## config.mk

```make
export PLATFORM = sky130hd
export DESIGN_NAME = halfband_sample_packer
export DESIGN_NICKNAME = d
export VERILOG_FILES = /design/src/rtl/halfband_pkg.sv /design/src/rtl/sample_fifo.sv /design/src/rtl/halfband_sample_packer.sv
export SDC_FILE = /design/constraint.sdc
export NUM_CORES = 1
export LEC_CHECK = 0
export BUFFER_PORTS_ARGS = -buffer_cell sky130_fd_sc_hd__buf_2
export CELL_PAD_IN_SITES_DETAIL_PLACEMENT = 1
export CELL_PAD_IN_SITES_GLOBAL_PLACEMENT = 2
export CORE_AREA = 2 2 190 192
export DETAILED_ROUTE_END_ITERATION = 8
export DIE_AREA = 0 0 192 194
export GPL_ROUTABILITY_DRIVEN = 0
export PLACE_DENSITY = 0.66
export SYNTH_ARGS = -nofsm -noshare
export SYNTH_HDL_FRONTEND = slang
export SYNTH_HIERARCHICAL = 1
export SYNTH_SLANG_ARGS = --single-unit
```

## constraint.sdc

```tcl
create_clock -name clk -period 7.05 [get_ports clk]
set_clock_uncertainty 0.1 [all_clocks]
set_input_delay 0 -clock clk [delete_from_list [all_inputs] [get_ports clk]]
set_output_delay 0 -clock clk [all_outputs]
set_load 0.01 [all_outputs]
```

## src/rtl/halfband_pkg.sv

```systemverilog
// Shared constants and types for the halfband sample packer.
//   SAMPLE_WIDTH_DEFAULT : default width of one decimated sample
//   WORD_WIDTH           : packed word width (two samples)
//   DROP_COUNT_WIDTH     : width of the saturating dropped-word counter
//   pair_state_t         : pairing register state (empty / holding low half)
//   sat_inc              : saturating increment for the drop counter
package halfband_pkg;

    localparam int unsigned SAMPLE_WIDTH_DEFAULT = 16;
    localparam int unsigned WORD_WIDTH           = 2 * SAMPLE_WIDTH_DEFAULT;
    localparam int unsigned DROP_COUNT_WIDTH     = 8;

    typedef enum logic {
        PAIR_EMPTY = 1'b0,
        PAIR_HALF  = 1'b1
    } pair_state_t;

    function automatic logic [DROP_COUNT_WIDTH-1:0] sat_inc(
        input logic [DROP_COUNT_WIDTH-1:0] v
    );
        return (v == '1) ? v : v + DROP_COUNT_WIDTH'(1);
    endfunction

endpackage

```

## src/rtl/sample_fifo.sv

```systemverilog
// Packed-word FIFO for the halfband sample packer.
//   clk, reset : clock, asynchronous active-high reset
//   push       : write request; written if not full, or if a pop happens this cycle
//   push_data  : word to write
//   pop        : read request; ignored while empty
//   pop_data   : head word (zero while empty)
//   full/empty : occupancy flags
//   count      : words held, 0..DEPTH
module sample_fifo #(
    parameter int unsigned DATA_WIDTH = 33,
    parameter int unsigned DEPTH      = 8
) (
    input  logic                       clk,
    input  logic                       reset,
    input  logic                       push,
    input  logic [DATA_WIDTH-1:0]      push_data,
    input  logic                       pop,
    output logic [DATA_WIDTH-1:0]      pop_data,
    output logic                       full,
    output logic                       empty,
    output logic [$clog2(DEPTH):0]     count
);

    localparam int unsigned AW = $clog2(DEPTH);

    logic [DATA_WIDTH-1:0] r_mem [DEPTH];
    logic [AW-1:0]         r_wr_ptr;
    logic [AW-1:0]         r_rd_ptr;
    logic [AW:0]           r_count;
    logic                  w_do_pop;
    logic                  w_do_push;

    assign empty     = (r_count == '0);
    assign full      = (r_count == (AW+1)'(DEPTH));
    assign count     = r_count;
    assign w_do_pop  = pop && !empty;
    // A full FIFO still takes a word when the head leaves in the same cycle.
    assign w_do_push = push && (!full || w_do_pop);
    assign pop_data  = empty ? '0 : r_mem[r_rd_ptr];

    always_ff @(posedge clk) begin
        if (w_do_push) begin
            r_mem[r_wr_ptr] <= push_data;
        end
    end

    // Pointers wrap naturally because DEPTH is a power of two.
    always_ff @(posedge clk or posedge reset) begin
        if (reset) begin
            r_wr_ptr <= '0;
            r_rd_ptr <= '0;
            r_count  <= '0;
        end else begin
            if (w_do_push) begin
                r_wr_ptr <= r_wr_ptr + AW'(1);
            end
            if (w_do_pop) begin
                r_rd_ptr <= r_rd_ptr + AW'(1);
            end
            case ({w_do_push, w_do_pop})
                2'b10:   r_count <= r_count + (AW+1)'(1);
                2'b01:   r_count <= r_count - (AW+1)'(1);
                default: r_count <= r_count;
            endcase
        end
    end

endmodule

```

## src/rtl/halfband_sample_packer.sv

```systemverilog
// Packs pairs of decimated halfband samples into double-width words and
// queues them for a ready/valid consumer.
//   clk, reset      : clock, asynchronous active-high reset
//   valid_in/data_in: one-cycle sample strobe and sample (no backpressure)
//   flush           : emit a pending half word as a zero-padded partial word
//   m_valid/m_ready : output handshake
//   m_data          : {later sample, earlier sample} of the head word
//   m_partial       : head word's upper half is flush padding
//   overflow        : sticky, a completed word was dropped on a full FIFO
//   overflow_clear  : clears overflow and drop_count (a same-cycle drop wins)
//   drop_count      : saturating count of dropped words
//   fill_level      : words held in the FIFO
module halfband_sample_packer
    import halfband_pkg::*;
#(
    parameter int unsigned SAMPLE_WIDTH = SAMPLE_WIDTH_DEFAULT,
    parameter int unsigned FIFO_DEPTH   = 8
) (
    input  logic                          clk,
    input  logic                          reset,
    input  logic                          valid_in,
    input  logic [SAMPLE_WIDTH-1:0]       data_in,
    input  logic                          flush,
    output logic                          m_valid,
    input  logic                          m_ready,
    output logic [2*SAMPLE_WIDTH-1:0]     m_data,
    output logic                          m_partial,
    output logic                          overflow,
    input  logic                          overflow_clear,
    output logic [DROP_COUNT_WIDTH-1:0]   drop_count,
    output logic [$clog2(FIFO_DEPTH):0]   fill_level
);

    localparam int unsigned W2 = 2 * SAMPLE_WIDTH;

    pair_state_t             r_state;
    pair_state_t             w_next_state;
    logic [SAMPLE_WIDTH-1:0] r_held;
    logic                    r_overflow;
    logic [DROP_COUNT_WIDTH-1:0] r_drop_count;

    logic                    w_push;
    logic [W2-1:0]           w_word;
    logic                    w_word_partial;
    logic                    w_pop;
    logic                    w_drop;
    logic [W2:0]             w_head;
    logic                    w_full;
    logic                    w_empty;

    // State register and held low-half sample.
    always_ff @(posedge clk or posedge reset) begin
        if (reset) begin
            r_state <= PAIR_EMPTY;
            r_held  <= '0;
        end else begin
            r_state <= w_next_state;
            if (valid_in && r_state == PAIR_EMPTY) begin
                r_held <= data_in;
            end
        end
    end

    // Next state: the sample is paired first, then flush acts on the result,
    // so any accepted sample or flush of a held sample leaves us empty except
    // a lone first sample without flush.
    always_comb begin
        w_next_state = r_state;
        if (valid_in) begin
            if (r_state == PAIR_EMPTY && !flush) begin
                w_next_state = PAIR_HALF;
            end else begin
                w_next_state = PAIR_EMPTY;
            end
        end else if (flush) begin
            w_next_state = PAIR_EMPTY;
        end
    end

    // Push decode: at most one word per cycle.
    always_comb begin
        w_push         = 1'b0;
        w_word         = '0;
        w_word_partial = 1'b0;
        if (valid_in) begin
            if (r_state == PAIR_HALF) begin
                w_push = 1'b1;
                w_word = {data_in, r_held};
            end else if (flush) begin
                w_push         = 1'b1;
                w_word         = {{SAMPLE_WIDTH{1'b0}}, data_in};
                w_word_partial = 1'b1;
            end
        end else if (flush && r_state == PAIR_HALF) begin
            w_push         = 1'b1;
            w_word         = {{SAMPLE_WIDTH{1'b0}}, r_held};
            w_word_partial = 1'b1;
        end
    end

    assign w_pop  = m_ready && !w_empty;
    assign w_drop = w_push && w_full && !w_pop;

    always_ff @(posedge clk or posedge reset) begin
        if (reset) begin
            r_overflow   <= 1'b0;
            r_drop_count <= '0;
        end else if (w_drop) begin
            r_overflow   <= 1'b1;
            r_drop_count <= overflow_clear ? DROP_COUNT_WIDTH'(1) : sat_inc(r_drop_count);
        end else if (overflow_clear) begin
            r_overflow   <= 1'b0;
            r_drop_count <= '0;
        end
    end

    sample_fifo #(
        .DATA_WIDTH (W2 + 1),
        .DEPTH      (FIFO_DEPTH)
    ) u_fifo (
        .clk       (clk),
        .reset     (reset),
        .push      (w_push),
        .push_data ({w_word_partial, w_word}),
        .pop       (w_pop),
        .pop_data  (w_head),
        .full      (w_full),
        .empty     (w_empty),
        .count     (fill_level)
    );

    assign m_valid    = !w_empty;
    assign m_data     = w_head[W2-1:0];
    assign m_partial  = w_head[W2];
    assign overflow   = r_overflow;
    assign drop_count = r_drop_count;

endmodule

```

==> results of run 1 <==
## worst max-delay path by stage
stage	start	end	slack, ns	depth (start not counted)
floorplan	u_fifo/count[1]	u_fifo/r_mem[0][0]	2.39	11
global placement	u_fifo/count[1]	u_fifo/r_mem[2][10]	3.56	8
detailed placement	u_fifo/count[1]	u_fifo/r_mem[2][11]	3.42	8
CTS	u_fifo/count[1]	u_fifo/r_mem[2][3]	3.40	8
global route	u_fifo/count[2]	u_fifo/r_mem[2][3]	3.17	8
finish	u_fifo/count[1]	u_fifo/r_mem[3][21]	3.46	8
## logic make-up (layout without fill, tap and decap cells)
kind of cell	count (synthesis)	after routing	synth area share [%]
AO/OA/AOI/OAI	43	43	3.005
XOR/XNOR	6	6	0.4307
adder cells (fa/ha/maj)	7	7	0.7896
buffers and inverters	47	174	2.400
flip-flops	300	300	72.36
multiplexers	120	120	16.83
AND/OR/NAND/NOR	102	102	4.184
## sequential cells by signal, indices dropped and copies added, names as in the netlist
| signal | flops |
|---|---|
| u_fifo/r_wr_ptr | 3 |
| u_fifo/r_mem | 264 |
| u_fifo/count | 4 |
| r_state | 1 |
| overflow | 1 |
| drop_count | 8 |
| u_fifo/r_rd_ptr | 3 |
| r_held | 16 |
## critical path: cells and delay by family (launching register included)
kind,cells,cell delay (ns)
and+or+nand+nor,6,2.18
DFF,1,0.41
AOI/OAI and AO/OA,1,0.19
buffers and inverters,1,0.30
## layout by cell type (no fill, tap or decap), types with 4 or more instances in the layout
| master | instances |
|---|---|
| a21oi_1 | 6 |
| a22o_1 | 16 |
| and3_1 | 19 |
| buf_2 | 68 |
| buf_4 | 12 |
| bufinv_16 | 5 |
| clkbuf_1 | 6 |
| clkbuf_16 | 31 |
| clkinv_1 | 5 |
| clkinv_4 | 5 |
| dfrtp_1 | 33 |
| dlygate4sd3_1 | 23 |
| edfxtp_1 | 264 |
| ha_1 | 5 |
| inv_1 | 13 |
| mux2_1 | 16 |
| mux2i_1 | 36 |
| mux4_2 | 66 |
| nand2_1 | 11 |
| nand2b_1 | 8 |
| nor2_1 | 37 |
| nor2_4 | 7 |
| o21ai_0 | 4 |
| or3_1 | 4 |
| xnor2_1 | 5 |
## area by class of cell
| type | instances | area share, % |
|---|---|---|
| Sequential cell | 300 | 61.68 |
| Multi-Input combinational cell | 278 | 21.92 |
| Clock buffer | 37 | 5.573 |
| Timing Repair Buffer | 103 | 4.612 |
| Tap cell | 461 | 4.027 |
| Clock inverter | 21 | 1.852 |
| Inverter | 13 | 0.3407 |
## where the power goes
| group | switching [W] | total [W] | internal [W] |
|---|---|---|---|
| registers | 0.000145 | 0.00230 | 0.00215 |
| clock network | 0.000690 | 0.00169 | 0.000999 |
| logic | 0.000887 | 0.00163 | 0.000742 |
## layer usage
layer	vias to the layer above	GRT usage, %
li1	2721	-
met1	3307	21.37
met2	171	26.46
met3	42	2.697
met4	0	3.364
met5	-	0
## metrics by stage
step	hold WS, ns	utilization [%]	setup WS, ns	cells	total power (W)
2_1_floorplan	-0.2598	-	2.391	625	0.003475
3_3_place_gp	-0.08630	36.99	3.564	1132	0.003973
3_5_place_dp	-0.07310	36.99	3.423	1132	0.004015
4_1_cts	0.01812	40.67	3.404	1213	0.005720
5_1_grt	0.05039	40.67	3.170	1213	0.005907
6_report	0.03920	40.67	3.458	1213	0.005618
==> metrics.yaml, run 1 <==
outcome:
  outcome: "finished, final reports clean"
cts:
  hold_buffers: 23
  cts_tree: "done"
  clk_latency_ns: 0.56
  cts.clk_slew.worst_paths_ns: 0.06
  cts_max_level: 1
  cts_max_path_buffers: 3
  numCtsBuffers: 31
  cts_setup_buffers: 0
  clock-sinks: 300
  clockRootBuffer: "clkbuf_16"
  cts_resized: 0
logic_synthesis:
  ys_top_cells_by_area: "edfxtp_1, mux4_2, dfrtp_1"
  yosys.area.top_type: "edfxtp_1"
  synth_top_flop_cell: "edfxtp_1"
  netlist_area_um2: 12200
  synth.top_cell.area_share_pct: 64.98
  syn_nets: 653
  async_reset_ff_share_pct: 12.00
  synth_warnings: 6
  ys_ff_latch: 300
  syn_area_per_cell_um2: 19.52
  netlist_instances: 625
  synth_enable_flop_cells: 264
  ys_seq_area_share_pct: 72.36
  yosysMostFrequentCell: "edfxtp_1"
  synth_common_cells: "edfxtp_1, mux4_2, nor2_1"
  yosys.cell_types.count: 51
job:
  max_cap_viol_count: 0
floorplan:
  fp.dieW_um: 192
  die-area_um2: 37250
  core_region_area_um2: 35220
  boundaryPins: 69
  start_util_pct: 34.64
  fp.dieH_um: 194
  fp-row-count: 69
route:
  highest_layer: "met4"
  ant_nets: 0
  drt-met1-wl_um: 12510
  met3_length_um: 1388
  vias: 6241
  drtIter0Drc: 465
  wl_per_cell_um: 23.58
  drc: 0
  drtPass1Iterations: 5
  wl_met2_um: 14150
  routed_via_density: 5.145
  routed_wl_um: 28600
critical_path:
  crit_path_cell_trace: "or3_1 -> nor2_4 -> nand2b_1 -> inv_1 -> nand2b_1 -> o21a_1 -> nand2_1 -> nor2_4"
  slowest_delay_ns: 1.03
  crit_slowest_cell: "nor2_4"
  cp.arrival_ns: 3.67
  r2r_start: "u_fifo/count[1]"
  crit_type: "reg -> reg"
  path_max_fanout: 33
  worst_r2r_path_depth: 8
  worstSetupEndpointType: "flop"
  cp.required_ns: 7.12
  rrSetupSlack_ns: 3.46
  regToRegEndpoint: "u_fifo/r_mem[3][21]"
  start_kind: "flop"
finish:
  fillers: 3404
  drive_gt1_share_pct: 28.72
  diodes: 0
  fin_area_um2: 14320
  fin_nets: 755
  multi_input_area_um2: 3139
  syn_to_final_growth_pct: 17.40
  seq_area_um2: 8835
placement:
  port_buffers: 68
  hpwl_um: 17080
  dpl-instance-area_um2: 13030
sta:
  setup_violations: 0
  max_freq_mhz: 278.4
  setup_tns_ns: 0
  rsz0062_at_grt: "false"
  final.min_clock_period_ns: 3.592
  hold_violations: 0
  fin_crit_sh_pct: 50.95
  max-slew-margin-rel_pct: 15.42
  worst_pin_slew_ns: 1.266
  final_max_slew_viol_count: 0
power:
  vdd_drop_max_mv: 0.2225
  p_leak_nw: 5.069
  powerDensity_nw_per_um2: 392.2
worst_hold_path:
  hold_start: "valid_in"
  whs_path_depth: 2
  min_to: "u_fifo/r_mem[6][21]"
  min_path_type: "in -> reg"
global_routing:
  grt_max_degree: 67
  overflow: 0
  grt_pass1_vias: 6925
  grt_use_total_pct: 15.70
  antenna_found_initial: 2
  grt_pass1_wl_um: 43580
(Power assumes the default switching activity.)
==> run 2: changes to the inputs <==
==> constraint.sdc (replaced) <==
create_clock -name clk -period 3.7 [get_ports clk]
set_clock_uncertainty 0.1 [all_clocks]
set_input_delay 0 -clock clk [delete_from_list [all_inputs] [get_ports clk]]
set_output_delay 0 -clock clk [all_outputs]
set_load 0.01 [all_outputs]
==> metrics.yaml, run 2 (synthesized netlist as in run 1, its figures left out) <==
job:
  max_cap_viol_count: 0  # unchanged
critical_path:
  rrSetupSlack_ns: 0.34  # -3.11 ns
  worstSetupEndpointType: "flop"
  regToRegEndpoint: "u_fifo/r_mem[3][0]"
  r2r_start: "u_fifo/count[1]"
  worst_r2r_path_depth: 9  # +1
  cp.required_ns: 3.84  # -3.28 ns
  cp.arrival_ns: 3.50  # -0.17 ns
  path_max_fanout: 20  # -39%
  crit_type: "reg -> reg"
  start_kind: "flop"
finish:
  syn_to_final_growth_pct: 17.27
  drive_gt1_share_pct: 28.72  # about the same
  registers.top_by_ff_count: "u_fifo/r_mem"
  diodes: 0  # unchanged
  fin_nets: 762  # +0.93%
  layout_commonest_cell: "edfxtp_1"
  fin_area_um2: 14310  # -0.11%
  utilization_pct: 40.62  # -0.046 points
  fillers: 3425  # +0.62%
  largest_reg_flops: 264  # unchanged
  final_cell_mix: "edfxtp_1, buf_2, mux4_2"
cts:
  clock-sinks: 300  # unchanged
  clockRootBuffer: "clkbuf_16"
  cts_max_level: 1  # unchanged
  hold_buffers: 23  # unchanged
  cts_resized: 0  # unchanged
  cts_tree: "done"
  clk_latency_ns: 0.57  # about the same
  cts_max_path_buffers: 3  # unchanged
  cts_setup_buffers: 0  # unchanged
  numCtsBuffers: 31  # unchanged
  cts.clk_slew.worst_paths_ns: 0.06  # about the same
route:
  drc: 0  # unchanged
  drtPass1Iterations: 4  # -1
  routed_wl_um: 27850  # -2.6%
  vias: 6231  # -0.16%
  wl_per_cell_um: 22.83  # -3.2%
  routed_via_density: 5.107  # -0.73%
  ant_nets: 0  # unchanged
  drtIter0Drc: 489  # +5.2%
sta:
  fin_crit_sh_pct: 90.70  # +40 points
  worst_pin_slew_ns: 1.164  # -0.1018 ns
  max_freq_mhz: 298.0  # +7.0%
  hold_violations: 0  # unchanged
  max-slew-margin-rel_pct: 22.33  # +6.9 points
  setup_violations: 0  # unchanged
  setup_ws_ns: 0.3440  # -3.114 ns
  final.min_clock_period_ns: 3.356  # -0.2363 ns
  final_max_slew_viol_count: 0  # unchanged
  rsz0062_at_grt: "false"
placement:
  dpl-instance-area_um2: 13120  # +0.69%
  port_buffers: 68  # unchanged
  hpwl_um: 16880  # -1.1%
  pre_cts_ws_ns: 0.2965  # -3.126 ns
power:
  switching_share_pct: 30.87  # +0.21 points
  power_frac_seq_pct: 42.9  # +2.0 points
  p_leak_nw: 5.069  # about the same
  intPower_w: 0.007239  # +86%
  vdd_drop_max_mv: 0.4449  # +100%
  p_comb_share_pct: 29.1  # about the same
  powerDensity_nw_per_um2: 731.9  # +87%
  p_sw_w: 0.003233  # +88%
  clock_power_share_pct: 28.0  # -2.1 points
worst_hold_path:
  min_path_type: "in -> reg"
  min_to: "u_fifo/r_mem[2][17]"
  hold_start: "valid_in"
  whs_path_depth: 2  # unchanged
global_routing:
  grt_use_total_pct: 15.20  # -0.50 points
  grt_pass1_vias: 6853  # -1.0%
  grt_pass1_wl_um: 42640  # -2.2%
  antenna_found_initial: 0  # -2
  grt_max_degree: 42  # -37%
  overflow: 0  # unchanged
outcome:
  outcome: "finished, final reports clean"
floorplan:
  fp.dieW_um: 192  # unchanged
  fp-row-count: 69  # unchanged
  core_region_area_um2: 35220  # unchanged
  fp.dieH_um: 194  # unchanged
  die-area_um2: 37250  # unchanged
  boundaryPins: 69  # unchanged
  start_util_pct: 34.64  # unchanged
==> run 2: cell types whose count changed in the layout (fill, tap and decap cells not counted), sizes merged <==
cell and delta:
buf +7, bufinv -4, clkbuf +9, clkinv -4, clkinvlp -1
==> run 2: critical path: stages (launching register included) <==
cell and delay [ns]:
dfrtp_1 0.41, or3_1 0.19, nor2_4 0.04, nand2b_1 0.25, inv_1 0.32, nand2b_1 0.18, o21a_1 0.18, nand2_1 0.25
nor2_4 0.72, buf_4 0.39
==> run 2: area by class of cell <==
| class | instances | area, um2 | area share, % |
|---|---|---|---|
| sequential | 300 | 8835 | 61.75 |
| multi-input combinational | 278 | 3152 | 22.03 |
| clock buffer | 46 | 852.1 | 5.955 |
| timing repair buffer | 110 | 738.2 | 5.160 |
| tap | 461 | 576.8 | 4.031 |
| clock inverter | 12 | 105.1 | 0.7346 |
| inverter | 13 | 48.80 | 0.3411 |
==> run 2: per-layer routing <==
layer  wire (um)  GRT usage, %
met5           0             0
met3        1321         2.100
met4         576         3.280
met2       13420         25.14
met1       12520         21.48
==> run 2: power by group through the flow <==
stage / clock network (W) / registers [W] / logic (W)
after floorplan: 0 / 0.00428 / 0.00234
after global placement: 0 / 0.00453 / 0.00305
after detailed placement: 0 / 0.00458 / 0.00312
after CTS: 0.00300 / 0.00451 / 0.00314
after global routing: 0.00312 / 0.00455 / 0.00333
final: 0.00294 / 0.00449 / 0.00305
==> run 2: worst max-delay path by stage <==
stage | cells past startpoint | end | from | slack, ns
after floorplan | 11 | u_fifo/r_mem[6][0] | u_fifo/count[1] | -0.08
after global placement | 8 | u_fifo/r_mem[2][6] | u_fifo/count[3] | 0.42
after detailed placement | 9 | u_fifo/r_mem[3][6] | u_fifo/count[1] | 0.30
after CTS | 9 | u_fifo/r_mem[3][1] | u_fifo/count[1] | 0.26
after global routing | 8 | u_fifo/r_mem[3][1] | u_fifo/count[3] | 0.06
final | 9 | u_fifo/r_mem[3][0] | u_fifo/count[1] | 0.34
==> run 2: metrics by stage <==
step	TNS (ns)	hold slack, ns	instances	total power, W
2_1_floorplan	-12.71	-0.2598	625	0.006622
3_3_place_gp	0	-0.08369	1139	0.007587
3_5_place_dp	0	-0.07328	1139	0.007697
4_1_cts	0	0.008448	1220	0.01065
5_1_grt	0	0.06501	1220	0.01100
6_report	0	0.05289	1220	0.01047
